### src/rtl/zle_dec_if.sv
// Handshake bundle for the zero-run-length decoder.
// Token side (i_*) and value side (o_*) share one interface.
interface zle_dec_if;
  logic [3:0] i_d;
  logic       i_v;
  logic       i_b;
  logic [2:0] o_d;
  logic       o_v;
  logic       o_b;

  modport master (
    output i_d, i_v, o_b,
    input  i_b, o_d, o_v
  );

  modport slave (
    input  i_d, i_v, o_b,
    output i_b, o_d, o_v
  );
endinterface

### src/rtl/zle_dec.sv
// Zero-run-length token decoder: literals and 1..8-zero runs.
// Define ZLE_DEC_ERR_EN to drop literal-0 tokens and flag them on err.
module zle_dec (
  input  logic clock,
  input  logic reset,
`ifdef ZLE_DEC_ERR_EN
  output logic err,
`endif
  zle_dec_if.slave bus
);

  typedef enum logic [1:0] {
    S_IDLE = 2'd0,
    S_LIT  = 2'd1,
    S_RUN  = 2'd2
  } state_t;

  state_t     state_q, state_d;
  logic [2:0] tok_q, tok_d;
  logic [2:0] cnt_q, cnt_d;
  logic       i_b, o_v;
  logic [2:0] o_d;
`ifdef ZLE_DEC_ERR_EN
  logic       err_q, err_d;
`endif

  always_ff @(posedge clock or negedge reset) begin
    if (!reset) begin
      state_q <= S_IDLE;
      tok_q   <= '0;
      cnt_q   <= '0;
`ifdef ZLE_DEC_ERR_EN
      err_q   <= 1'b0;
`endif
    end else begin
      state_q <= state_d;
      tok_q   <= tok_d;
      cnt_q   <= cnt_d;
`ifdef ZLE_DEC_ERR_EN
      err_q   <= err_d;
`endif
    end
  end

  always_comb begin
    state_d = state_q;
    tok_d   = tok_q;
    cnt_d   = cnt_q;
`ifdef ZLE_DEC_ERR_EN
    err_d   = err_q;
`endif
    i_b     = 1'b1;
    o_v     = 1'b0;
    o_d     = 3'd0;
    unique case (state_q)
      S_IDLE: begin
        i_b = 1'b0;
        if (bus.i_v) begin
          if (bus.i_d[3]) begin
            cnt_d   = bus.i_d[2:0];
            state_d = S_RUN;
          end
`ifdef ZLE_DEC_ERR_EN
          else if (bus.i_d[2:0] == 3'd0) begin
            err_d = 1'b1;
          end
`endif
          else begin
            tok_d   = bus.i_d[2:0];
            state_d = S_LIT;
          end
        end
      end
      S_LIT: begin
        o_v = 1'b1;
        o_d = tok_q;
        if (!bus.o_b) state_d = S_IDLE;
      end
      S_RUN: begin
        o_v = 1'b1;
        // cnt holds zeros left minus one, so zero means last
        if (!bus.o_b) begin
          if (cnt_q != 3'd0) cnt_d = cnt_q - 3'd1;
          else state_d = S_IDLE;
        end
      end
      default: begin
        state_d = S_IDLE;
      end
    endcase
  end

  assign bus.i_b = i_b;
  assign bus.o_v = o_v;
  assign bus.o_d = o_d;
`ifdef ZLE_DEC_ERR_EN
  assign err = err_q;
`endif

endmodule

### src/flat_wrapper.sv
// flat-port wrapper written by rule: the top's interface ports become plain ports
module zle_dec_flat 
  (clock, reset, bus_i_d, bus_i_v, bus_o_b, bus_i_b, bus_o_d, bus_o_v);
  zle_dec_if bus_i ();
  input  logic clock;
  input  logic reset;
  input wire logic [$bits(bus_i.i_d)-1:0] bus_i_d;
  input wire logic [$bits(bus_i.i_v)-1:0] bus_i_v;
  input wire logic [$bits(bus_i.o_b)-1:0] bus_o_b;
  output wire logic [$bits(bus_i.i_b)-1:0] bus_i_b;
  output wire logic [$bits(bus_i.o_d)-1:0] bus_o_d;
  output wire logic [$bits(bus_i.o_v)-1:0] bus_o_v;
  assign bus_i.i_d = bus_i_d;
  assign bus_i.i_v = bus_i_v;
  assign bus_i.o_b = bus_o_b;
  assign bus_i_b = bus_i.i_b;
  assign bus_o_d = bus_i.o_d;
  assign bus_o_v = bus_i.o_v;
  zle_dec u_core (.clock(clock), .reset(reset), .bus(bus_i));
endmodule
### config.mk
export PLATFORM = sky130hd
export DESIGN_NAME = zle_dec_flat
export DESIGN_NICKNAME = d
export VERILOG_FILES = /design/src/rtl/zle_dec_if.sv /design/src/rtl/zle_dec.sv /design/src/flat_wrapper.sv
export SDC_FILE = /design/constraint.sdc
export NUM_CORES = 1
export LEC_CHECK = 0
export ABC_AREA = 1
export CORE_AREA = 2 2 39 41
export CTS_CLUSTER_DIAMETER = 200
export DETAILED_ROUTE_END_ITERATION = 8
export DIE_AREA = 0 0 41 43
export DONT_BUFFER_PORTS = 1
export HOLD_SLACK_MARGIN = 0.08
export PLACE_DENSITY = 0.71
export SLEW_MARGIN = 25
export SYNTH_ARGS = -nofsm -noshare
export SYNTH_HDL_FRONTEND = slang
export SYNTH_SLANG_ARGS = --single-unit
### constraint.sdc
create_clock -name clock -period 1.42 [get_ports clock]
set_clock_uncertainty 0.2 [all_clocks]
set_input_delay 0.142 -clock clock [delete_from_list [all_inputs] [get_ports clock]]
set_output_delay 0.142 -clock clock [all_outputs]
set_load 0.02 [all_outputs]
==> results.toml <==
[yosys]
ys_seq_area_share_pct = 35.56
syn_area_um2 = 563.0
yosysMostFrequentCell = "nand2_1"
synth_top_area_share_pct = 35.56
synthTopCellsByArea = "dfrtp_1 (36%), nand2_1 (19%), ha_1 (13%)"
synth_ff_type = "dfrtp_1"
synth_edf_count = 0
synthDistinctLibCells = 12
synth_common_cells = "nand2_1 (29), inv_1 (13), dfrtp_1 (8)"
yosys_warnings = 0
syn_nets = 92
synth_top_cell_by_area = "dfrtp_1"
ys_ff_latch = 8
syn-mean-instance-area_um2 = 7.218
async_reset_ff_share_pct = 100.0
netlist_instances = 78

[placement]
placed_area_um2 = 635.6
dp.cells = 101
gp_congestion = 0.7969
place_ws_ns = -0.1079
hpwl_um = 922.1
io_buffers = 0

[sta]
setup_violations = 13
post-route-period-util_pct = 110.3
finalMaxSlewViolations = 0
post-route-worst-setup-slack_ns = -0.1461
hold_violations = 0
max_slew_margin_pct = 72.51
grt_setup_unrepaired = "true"
period_minus_slack_ns = 1.566
max_freq_mhz = 638.5
tightest_slew_ns = 0.4110

[grt]
first_global_vias = 559
gr-usage-all-layers_pct = 19.27
grt_max_degree = 9
grt_pass1_wl_um = 2304
grt.overflow.total = 0
antenna_found_initial = 0

[worst_setup_path]
worstSetupStartpointType = "flop"
crit_arrival_ns = 1.22
crit_top_cell = "buf_6"
rrSetupSlack_ns = -0.12
worst_path_largest_cell_delay_ns = 0.39
cp_slowest_cell = "dfrtp_1"
r2r_end = "u_core.cnt_q[0]"
path_cells = "inv_2 -> buf_6 -> ha_4 -> buf_6 -> inv_6"
crit_type = "reg -> out"
cp_max_fo = 3
end_kind = "primary output"
r2r-start = "u_core.state_q[0]"
r2r_cells = 8
critPathRequiredTime_ns = 1.08

[clock_tree]
cts.sinks = 8
htree_levels = 1
clk_path_buf_depth = 2
root_buffer = "clkbuf_4"
cts_tree = "built"
insertion_delay_ns = 0.27
clk_pin_slew_ns = 0.06
cts_made_buffers = 3

[floorplanning]
start_util_pct = 40.69
die_h_um = 43
row_count = 14
top_level_ports = 13
core_area_mm2 = 0.001384
die_w_um = 41
die-area_mm2 = 0.001763

[min_path]
hp-start = "u_core.cnt_q[2]"
holdPathStages = 2
worstHoldEndpoint = "u_core.cnt_q[2]"
hold_class = "reg -> reg"

[layout]
finalInstanceArea_um2 = 899.6
fillCellCount = 100
n_antenna_cell = 0
drive_gt1_share_pct = 47.47
final_nets = 115
area_growth_syn_to_layout_pct = 59.78
fin_cells = 115

[outcome]
violations = "setup timing"
status = "complete, but fails checks"

[power]
ir_worst_vdd_mv = 0.8113
p_leak_nw = 0.4671
power_density_mw_per_mm2 = 2205

[drt]
postRouteWirelength_um = 1447
vias = 572
drt_pass1_iterations = 4
wire_per_inst_um = 12.58
ant_nets = 0
drc = 0
via_per_inst = 4.974
drtIter0Drc = 23

[run]
cap_violations = 0
[metal layers]
metal / GRT usage [%] / vias to the layer above / routed length [um] / share of wire (%)
met2: 31.56 / 16 / 751 / 52
met1: 23.53 / 267 / 609 / 42
met5: 0 / - / 0 / 0
met4: 8.000 / 0 / 30 / 2.1
li1: - / 284 / - / -
met3: 3.141 / 5 / 55 / 3.8
[critical path, delay by kind of cell (launching register included)]
kind                     cells  cell delay [ns]
adder cells (fa/ha/maj)      1             0.16
buffers and inverters        4             0.40
flip-flops                   1             0.39
[cell families after synthesis]
kind of cell | after synthesis | share of synthesized area (%)
AND/OR/NAND/NOR | 43 | 35.78
buffers and inverters | 15 | 10.00
flip-flops | 8 | 35.56
AO/OA/AOI/OAI | 6 | 5.334
adder cells (fa/ha/maj) | 6 | 13.33
[per-stage QoR]
stage	setup TNS (ns)	hold WS [ns]	power [mW]	utilization [%]
floorplan	0	-0.3536	1.020	-
global placement	-0.2398	-0.3534	1.237	45.93
detailed placement	-0.3856	-0.3534	1.276	45.93
CTS	-0.7709	0.2734	1.758	60.13
global route	-1.552	0.3366	2.140	65.01
finish	-0.8549	0.2742	1.984	65.01
[cell usage in the layout, fill, tap and decap left out]
| cell | n |
|---|---|
| ha_2 | 1 |
| nand2_4 | 3 |
| clkbuf_4 | 3 |
| nand2_1 | 22 |
| inv_6 | 1 |
| nor2_2 | 2 |
| inv_2 | 8 |
| dfrtp_1 | 8 |
| o21ai_1 | 2 |
| buf_4 | 6 |
| ha_4 | 5 |
| nand3_1 | 6 |
| dlygate4sd3_1 | 8 |
| nand3_2 | 2 |
| inv_4 | 3 |
| o21ai_0 | 3 |
| o21ai_2 | 1 |
| inv_1 | 3 |
| nor2_4 | 3 |
| buf_6 | 4 |
| nand2_2 | 5 |
[power by group]
| part | switching [mW] | internal [mW] | total [mW] |
|---|---|---|---|
| clock network | 0.0948 | 0.0978 | 0.193 |
| logic | 0.746 | 0.616 | 1.36 |
| registers | 0.0930 | 0.336 | 0.429 |
| total | 0.934 | 1.05 | 1.98 |
[what timing repair did]
action	in CTS	in global routing
gates resized for setup	31	14
pin swaps	6	8
hold buffers	8	0
endpoints found under the hold margin	16	0
endpoints found under the setup margin	13	13
setup buffers	3	1
[worst max path at each step]
| stage | start | to | slack (ns) |
|---|---|---|---|
| floorplan | u_core.cnt_q[0] | u_core.cnt_q[0] | 0.01 |
| global placement | u_core.state_q[1] | u_core.cnt_q[0] | -0.07 |
| detailed placement | u_core.cnt_q[0] | u_core.cnt_q[0] | -0.11 |
| finish | u_core.state_q[1] | bus_i_b | -0.15 |
| CTS | u_core.state_q[0] | bus_i_b | -0.09 |
| global route | u_core.state_q[0] | u_core.cnt_q[0] | -0.18 |
[state kept, by name, summed over array words and instances (netlist names)]
register	count
u_core.state_q	2
u_core.tok_q	3
u_core.cnt_q	3
[area by class of cell]
type / instances / area (um^2) / share of cell area (%)
Sequential cell: 8 / 200.2 / 22.25
Multi-Input combinational cell: 55 / 417.9 / 46.45
Timing Repair Buffer: 18 / 170.2 / 18.92
Tap cell: 16 / 20.02 / 2.225
Inverter: 15 / 68.82 / 7.650
Clock buffer: 3 / 22.52 / 2.503
Power figures use the tool's default switching activity.
